===== config.mk =====
export PLATFORM = sky130hd
export DESIGN_NAME = cnn_layer2_seq_ctrl
export DESIGN_NICKNAME = d
export VERILOG_FILES = /design/src/rtl/cnn_layer2_seq_ctrl.sv
export SDC_FILE = /design/constraint.sdc
export NUM_CORES = 1
export LEC_CHECK = 0
export ABC_AREA = 0
export CAP_MARGIN = 20
export CELL_PAD_IN_SITES_DETAIL_PLACEMENT = 1
export CELL_PAD_IN_SITES_GLOBAL_PLACEMENT = 1
export CORE_AREA = 2 2 90 92
export CTS_CLUSTER_SIZE = 10
export DETAILED_ROUTE_END_ITERATION = 6
export DIE_AREA = 0 0 92 94
export PLACE_DENSITY_LB_ADDON = 0.1
export SLEW_MARGIN = 10
export SYNTH_ARGS = -nofsm -noshare
export SYNTH_HDL_FRONTEND = slang
export SYNTH_SLANG_ARGS = --single-unit

===== constraint.sdc =====
create_clock -name CLK -period 2.55 [get_ports CLK]
set_input_delay 0.3825 -clock CLK [delete_from_list [all_inputs] [get_ports CLK]]
set_output_delay 0.3825 -clock CLK [all_outputs]
set_load 0.005 [all_outputs]

===== src/rtl/cnn_layer2_seq_ctrl.sv =====
// cnn_layer2_seq_ctrl: layer-2 conv/pool sequencer.
// Streams one weight image into the W1/W2/bias RAMs, then steps the output phases.
//
// Ports:
//   CLK, RSTn        clock (rising edge), async active-low reset
//   START, SKIP_LOAD run request (sampled in IDLE), reuse loaded weights
//   CFG_VALID/READY  config beat handshake, CFG_DATA word (W1, W2, B order)
//   CONV_*_WEN       1-cycle RAM write strobes, registered
//   CONV_W_ADDR      shared write address, CONV_WDATA shared write data
//   PHASE_SEL        current output channel to the core
//   DIN_EN           upstream pixel feeder gate
//   CORE_LAST_PIX    end of the current phase, from the core
//   BUSY, DONE       run in progress, 1-cycle completion pulse

module cnn_layer2_seq_ctrl #(
  parameter int DW         = 24,
  parameter int W1_DEPTH   = 150,
  parameter int W2_DEPTH   = 150,
  parameter int B_DEPTH    = 6,
  parameter int NUM_PHASES = 6,
  parameter int FLUSH_CYC  = 4
) (
  input  logic          CLK,
  input  logic          RSTn,
  input  logic          START,
  input  logic          SKIP_LOAD,
  input  logic          CFG_VALID,
  output logic          CFG_READY,
  input  logic [DW-1:0] CFG_DATA,
  output logic          CONV_W1_WEN,
  output logic          CONV_W2_WEN,
  output logic          CONV_B_WEN,
  output logic [7:0]    CONV_W_ADDR,
  output logic [DW-1:0] CONV_WDATA,
  output logic [2:0]    PHASE_SEL,
  output logic          DIN_EN,
  input  logic          CORE_LAST_PIX,
  output logic          BUSY,
  output logic          DONE
);

  localparam logic [7:0] W1_LAST = 8'(W1_DEPTH - 1);
  localparam logic [7:0] W2_LAST = 8'(W2_DEPTH - 1);
  localparam logic [7:0] B_LAST  = 8'(B_DEPTH - 1);
  localparam logic [7:0] FL_LAST = 8'(FLUSH_CYC - 1);
  localparam logic [2:0] PH_LAST = 3'(NUM_PHASES - 1);

  typedef enum logic [2:0] {
    S_IDLE,
    S_LD_W1,
    S_LD_W2,
    S_LD_B,
    S_RUN,
    S_FLUSH,
    S_FIN
  } state_e;

  state_e        state_q, state_d;
  logic [7:0]    cnt_q, cnt_d;
  logic [7:0]    fcnt_q, fcnt_d;
  logic [2:0]    phase_q, phase_d;
  logic [7:0]    addr_q, addr_d;
  logic [DW-1:0] wdata_q, wdata_d;
  logic          w1_wen_q, w1_wen_d;
  logic          w2_wen_q, w2_wen_d;
  logic          b_wen_q, b_wen_d;
  logic          din_en_q, din_en_d;
  logic          ld;
  logic          acc;

  assign ld  = (state_q == S_LD_W1) ||
               (state_q == S_LD_W2) ||
               (state_q == S_LD_B);
  assign acc = ld && CFG_VALID;

  always_comb begin
    state_d  = state_q;
    cnt_d    = cnt_q;
    fcnt_d   = fcnt_q;
    phase_d  = phase_q;
    addr_d   = addr_q;
    wdata_d  = wdata_q;
    w1_wen_d = 1'b0;
    w2_wen_d = 1'b0;
    b_wen_d  = 1'b0;
    // Gate opens one cycle after RUN entry, closes the cycle after LAST_PIX.
    din_en_d = (state_q == S_RUN) && !CORE_LAST_PIX;

    // Every accepted beat captures address and data; strobe chosen below.
    if (acc) begin
      addr_d  = cnt_q;
      wdata_d = CFG_DATA;
      cnt_d   = cnt_q + 8'd1;
    end

    unique case (state_q)
      S_IDLE: begin
        if (START) begin
          if (SKIP_LOAD) begin
            state_d = S_RUN;
            phase_d = 3'd0;
          end else begin
            state_d = S_LD_W1;
            cnt_d   = 8'd0;
          end
        end
      end
      S_LD_W1: begin
        if (acc) begin
          w1_wen_d = 1'b1;
          if (cnt_q == W1_LAST) begin
            state_d = S_LD_W2;
            cnt_d   = 8'd0;
          end
        end
      end
      S_LD_W2: begin
        if (acc) begin
          w2_wen_d = 1'b1;
          if (cnt_q == W2_LAST) begin
            state_d = S_LD_B;
            cnt_d   = 8'd0;
          end
        end
      end
      S_LD_B: begin
        if (acc) begin
          b_wen_d = 1'b1;
          if (cnt_q == B_LAST) begin
            state_d = S_RUN;
            cnt_d   = 8'd0;
            phase_d = 3'd0;
          end
        end
      end
      S_RUN: begin
        if (CORE_LAST_PIX) begin
          if (phase_q == PH_LAST) begin
            state_d = S_FIN;
          end else begin
            state_d = S_FLUSH;
            fcnt_d  = 8'd0;
          end
        end
      end
      S_FLUSH: begin
        fcnt_d = fcnt_q + 8'd1;
        // Phase advances while the gate is still closed.
        if (fcnt_q == FL_LAST) begin
          phase_d = phase_q + 3'd1;
          state_d = S_RUN;
        end
      end
      S_FIN: begin
        state_d = S_IDLE;
      end
      default: begin
        state_d = S_IDLE;
      end
    endcase
  end

  always_ff @(posedge CLK or negedge RSTn) begin
    if (!RSTn) begin
      state_q  <= S_IDLE;
      cnt_q    <= 8'd0;
      fcnt_q   <= 8'd0;
      phase_q  <= 3'd0;
      addr_q   <= 8'd0;
      wdata_q  <= '0;
      w1_wen_q <= 1'b0;
      w2_wen_q <= 1'b0;
      b_wen_q  <= 1'b0;
      din_en_q <= 1'b0;
    end else begin
      state_q  <= state_d;
      cnt_q    <= cnt_d;
      fcnt_q   <= fcnt_d;
      phase_q  <= phase_d;
      addr_q   <= addr_d;
      wdata_q  <= wdata_d;
      w1_wen_q <= w1_wen_d;
      w2_wen_q <= w2_wen_d;
      b_wen_q  <= b_wen_d;
      din_en_q <= din_en_d;
    end
  end

  assign CFG_READY   = ld;
  assign CONV_W1_WEN = w1_wen_q;
  assign CONV_W2_WEN = w2_wen_q;
  assign CONV_B_WEN  = b_wen_q;
  assign CONV_W_ADDR = addr_q;
  assign CONV_WDATA  = wdata_q;
  assign PHASE_SEL   = phase_q;
  assign DIN_EN      = din_en_q;
  assign BUSY        = (state_q != S_IDLE);
  assign DONE        = (state_q == S_FIN);

endmodule


==> results.toml, run 1 <==
[yosys]
syn_nets = 327
syn_area_sq_um = 2684
synthDominantCellAreaShare = 0.5408
synth.largest_area_cell = "dfrtp_1"
async_flop_share = 1.000
ys.flop_type = "dfrtp_1"
avgSynthCellArea_sq_um = 9.191
yosysUniqueCellTypes = 45
synth_edf_count = 0
seq_area_frac_synth = 0.5408
synthTopCellsByArea = "dfrtp_1, nand2_1, nor2_1"
yosys_warnings = 0
postSynthCellCount = 292
synth_seq_cells = 58

[critical_path]
path_class = "flop to output pin"
crit_chain = "inv_1, nor2_1, clkdlybuf4s50_1"
rr_startpoint = "fcnt_q[0]"
critPathBufInv = 2
critPathLaunchType = "flop"
r2r-end = "PHASE_SEL[2]"
path_delay_family = "flip-flops"
rrSetupSlack_ns = 0.41
cp.arrival_ns = 1.82
r2r_cells = 6
crit_path_end_kind = "output pin"
critPathRequiredTime_ns = 2.17
critPathSlowestCell = "dfrtp_1"
critPathMaxFanout = 19
critical-path-max-stage-delay_ns = 0.71

[drt]
drc = 0
drt-pass1-iter-count = 4
drt-initial-drc-count = 63
detail_route.wl_per_cell_um = 14.64
vias = 2300
vias_per_cell = 4.904
wirelength_um = 6866
antenna_left = 0

[power_and_ir_drop]
peakVddDrop_mv = 0.4295
power_w = 0.003870
pwr_density_cell_nw_per_um2 = 1051
leakagePower_nw = 1.714

[place]
dp_slack_ns = 0.3505
gp_congestion = 0.7466
place_area_sq_um = 3497
dp_hpwl_um = 4850
io_buffers = 71

[status]
outcome = "completed"

[sta]
hold_slack_ns = 0.08862
slew_violations = 0
max_slew_margin = 0.5381
worst_pin_slew_ns = 0.6929
setup_viol = 0
rsz0062_at_grt = "no"
clock.fmax_mhz = 453.4
clock_skew_ns = 0.009056
period_needed_ns = 2.206
hold_viol = 0
finalWorstSetupSlack_ns = 0.3443
min_period_over_period = 0.8650
totalNegativeSetupSlack_ns = 0

[floorplan]
die-width_um = 92
dieHeight_um = 94
num_io_pins = 72
coreArea_sq_um = 7607
start_util = 0.3528
std_cell_rows = 32
dieArea_sq_um = 8648

[clocking]
hold_buffers = 0
htreeDepth = 3
cts_max_path_buffers = 2
cts_setup_buffers = 0
clkSinkCount = 58
post_cts_resize_count = 0
root_buffer = "clkbuf_8"
clk_pin_slew_ns = 0.07
tritoncts = "done"
numCtsBuffers = 9
clkLatencyLatePin_ns = 0.33

[global_route]
grt_max_degree = 36
grtUsageTotal = 0.1781
grt_pass1_vias = 2498
grt_pass1_wl_um = 12100
grt_overflow = 0
grt_antenna_before_repair = 0

[final_layout]
drive_above_1_share = 0.07629
final_nets = 398
insertedDiodeCount = 0
syn_to_final_growth_pct = 37.20
finalInstanceArea_sq_um = 3682

[flow_run]
maxCapViolations = 0

[min_path]
min_path_type = "primary input to asynchronous set/reset pin"
-- worst max path at each step --
stage,end,start,depth (start not counted)
finish,DONE,state_q[1],3
global route,DONE,state_q[1],3
CTS,BUSY,state_q[2],2
detailed placement,PHASE_SEL[2],SKIP_LOAD,6
global placement,PHASE_SEL[2],SKIP_LOAD,6
floorplan,state_q[0],fcnt_q[0],5
-- cells in the final DEF (no fill, tap or decap), types with 6 or more instances in the layout --
cell type / count
nand4_1: 9
nor3_1: 6
clkbuf_8: 10
clkdlybuf4s50_1: 70
o21ai_0: 6
dfrtp_1: 58
a21oi_1: 9
xor2_1: 8
nor2_1: 19
nand2_1: 102
-- power by group --
group	leakage (nW)	total, W	internal (W)	switching, W
clock	0.0962	0.000823	0.000470	0.000353
sequential	0.752	0.00152	0.00123	0.000295
combinational	0.865	0.00153	0.000820	0.000708
-- kinds of logic after synthesis --
kind of cell,count (synthesis),share of synthesized area
XOR/XNOR,10,0.03264
AND/OR/NAND/NOR,167,0.2821
multiplexers,1,0.004196
AO/OA/AOI/OAI,33,0.09091
adder cells (fa/ha/maj),5,0.02331
flip-flops,58,0.5408
buffers and inverters,18,0.02610
-- routing by layer --
metal | part of all wire | GRT usage
met1 | 0.43 | 0.2123
met2 | 0.52 | 0.3156
met3 | 0.026 | 0.03371
met4 | 0.016 | 0.07463
met5 | 0 | 0
-- final cells by class --
| type | count | area, sq um |
|---|---|---|
| Inverter | 4 | 15.01 |
| Sequential cell | 58 | 1451 |
| Multi-Input combinational cell | 216 | 1162 |
| Timing Repair Buffer | 74 | 740.7 |
| Fill cell | 889 | 3925 |
| Clock buffer | 12 | 145.1 |
| Tap cell | 102 | 127.6 |
| Clock inverter | 3 | 40.04 |
-- Yosys cell counts (4+ instances only) --
library cell and n:
nand2_1 102, dfrtp_1 58, nor2_1 19, clkbuf_1 12
a21oi_1 9, nand4_1 9, xor2_1 8, nor3_1 6
o21ai_0 6, ha_1 5, nand2b_1 5, and2_1 4
inv_1 4, nand3_1 4, or3_1 4
-- through the flow --
step | cells | utilization
after floorplan | 292 | -
after global placement | 454 | 0.4597
after detailed placement | 454 | 0.4597
after CTS | 469 | 0.4840
after global routing | 469 | 0.4840
final | 469 | 0.4840
-- state kept, by name, summed over array words and instances, names as in the netlist --
register,count
PHASE_SEL,3
fcnt_q,8
CONV_W_ADDR,8
CONV_W1_WEN,1
CONV_WDATA,24
state_q,3
DIN_EN,1
cnt_q,8
CONV_B_WEN,1
CONV_W2_WEN,1
No activity file was read; power rests on OpenSTA's default activity.
==> run 2: changes to the inputs <==
--- a/config.mk
+++ b/config.mk
@@ -9,10 +9,10 @@
 export CAP_MARGIN = 20
 export CELL_PAD_IN_SITES_DETAIL_PLACEMENT = 1
 export CELL_PAD_IN_SITES_GLOBAL_PLACEMENT = 1
-export CORE_AREA = 2 2 90 92
+export CORE_AREA = 2 2 101 103
 export CTS_CLUSTER_SIZE = 10
 export DETAILED_ROUTE_END_ITERATION = 6
-export DIE_AREA = 0 0 92 94
+export DIE_AREA = 0 0 103 105
 export PLACE_DENSITY_LB_ADDON = 0.1
 export SLEW_MARGIN = 10
 export SYNTH_ARGS = -nofsm -noshare
==> results.toml, run 2 (synthesis results as in run 1) <==
[sta]
slew_violations = 0
clock_skew_ns = 0.008075
clock.fmax_mhz = 446.9
min_period_over_period = 0.8775
rsz0062_at_grt = "no"
totalNegativeSetupSlack_ns = 0
period_needed_ns = 2.238
worst_pin_slew_ns = 0.6068
hold_viol = 0
max_slew_margin = 0.5954
setup_viol = 0

[drt]
antenna_left = 0
wirelength_um = 7156
drt-pass1-iter-count = 3
drc = 0
drt-initial-drc-count = 43
vias_per_cell = 4.572
vias = 2286
detail_route.wl_per_cell_um = 14.31

[floorplan]
dieHeight_um = 105
std_cell_rows = 36
dieArea_sq_um = 10820
num_io_pins = 72
coreArea_sq_um = 9639
start_util = 0.2784
die-width_um = 103

[power_and_ir_drop]
p_int_w = 0.002569
p_seq_frac = 0.387
switchingPower_w = 0.001384
pwr_density_cell_nw_per_um2 = 1057
p_comb_frac = 0.386
clockPowerShare = 0.228
leakagePower_nw = 1.723
peakVddDrop_mv = 0.3752
sw_frac_of_total = 0.3501

[clocking]
numCtsBuffers = 9
hold_buffers = 0
clkSinkCount = 58
cts_max_path_buffers = 2
clkLatencyLatePin_ns = 0.34
post_cts_resize_count = 0
cts_setup_buffers = 0
clk_pin_slew_ns = 0.06
tritoncts = "done"
root_buffer = "clkbuf_8"
htreeDepth = 3

[place]
dp_hpwl_um = 4915
io_buffers = 71
place_inst = 485
place_area_sq_um = 3536
gp_congestion = 0.8180

[final_layout]
largest_reg_flops = 24
drive_above_1_share = 0.07902
finalInstanceArea_sq_um = 3740
layout_common_cells = "nand2_1, clkdlybuf4s50_1, dfrtp_1"
stdcell_count = 500
final_nets = 398
insertedDiodeCount = 0
syn_to_final_growth_pct = 39.35
final_common_cell = "nand2_1"
finish.utilization = 0.3880

[global_route]
grt_pass1_wl_um = 12450
grt_overflow = 0
grt_pass1_vias = 2490
grt_antenna_before_repair = 0
grtUsageTotal = 0.1475
grt_max_degree = 36

[critical_path]
cp.arrival_ns = 1.86
rr_startpoint = "fcnt_q[0]"
critPathRequiredTime_ns = 2.17
crit_path_end_kind = "output pin"
critPathMaxFanout = 19
path_class = "flop to output pin"
critPathLaunchType = "flop"
critPathLaunch = "state_q[2]"

[status]
outcome = "completed"

[flow_run]
maxCapViolations = 0

[min_path]
min_path_type = "primary input to asynchronous set/reset pin"
[run 2: path summary, 6_finish.rpt]
| kind | to | slack, ns | cells past startpoint |
|---|---|---|---|
| setup / recovery | DONE | 0.31 | 3 |
| hold / removal | CONV_WDATA[19] | 0.05 | 1 |
| setup reg to reg | PHASE_SEL[2] | 0.38 | 6 |
| hold reg to reg | CONV_WDATA[7] | 0.47 | 2 |
| max in group asynchronous | cnt_q[1] | 1.90 | 2 |
| min in group CLK | CONV_WDATA[7] | 0.47 | 2 |
[run 2: metal layers]
| metal | up-vias | track usage | share of wire |
|---|---|---|---|
| met5 | - | 0 | 0 |
| li1 | 1107 | - | - |
| met1 | 1136 | 0.1826 | 0.44 |
| met3 | 6 | 0.04950 | 0.034 |
| met4 | 0 | 0.04605 | 0.0091 |
| met2 | 37 | 0.2403 | 0.51 |
[run 2: final cells by class]
class,count,area (sq um)
clock buffer,13,168.9
clock inverter,2,35.03
fill,1146,5899
inverter,4,15.01
multi-input combinational,216,1162
sequential,58,1451
tap,133,166.4
timing repair buffer,74,740.7
[run 2: metrics by stage]
step	setup WS, ns	total power (W)	hold WS [ns]
global route	0.1472	0.004308	0.06957
CTS	0.2830	0.004054	0.06120
global placement	0.4208	0.003078	0.4416
finish	0.3124	0.003954	0.05156
floorplan	0.6463	0.002258	0.08691
detailed placement	0.3193	0.003110	0.4427
[run 2: power groups by stage]
| stage | clock, W | sequential [W] | combinational (W) |
|---|---|---|---|
| floorplan | 0 | 0.00144 | 0.000823 |
| global placement | 0 | 0.00154 | 0.00154 |
| detailed placement | 0 | 0.00155 | 0.00156 |
| CTS | 0.000947 | 0.00153 | 0.00157 |
| global route | 0.000979 | 0.00159 | 0.00174 |
| finish | 0.000900 | 0.00153 | 0.00153 |
[run 2: worst max-delay path, cell delays in order, from the launching register on]
cell and delay, ns:
dfrtp_1 0.72, nand2b_1 0.19, nor2_1 0.12, clkdlybuf4s50_1 0.50
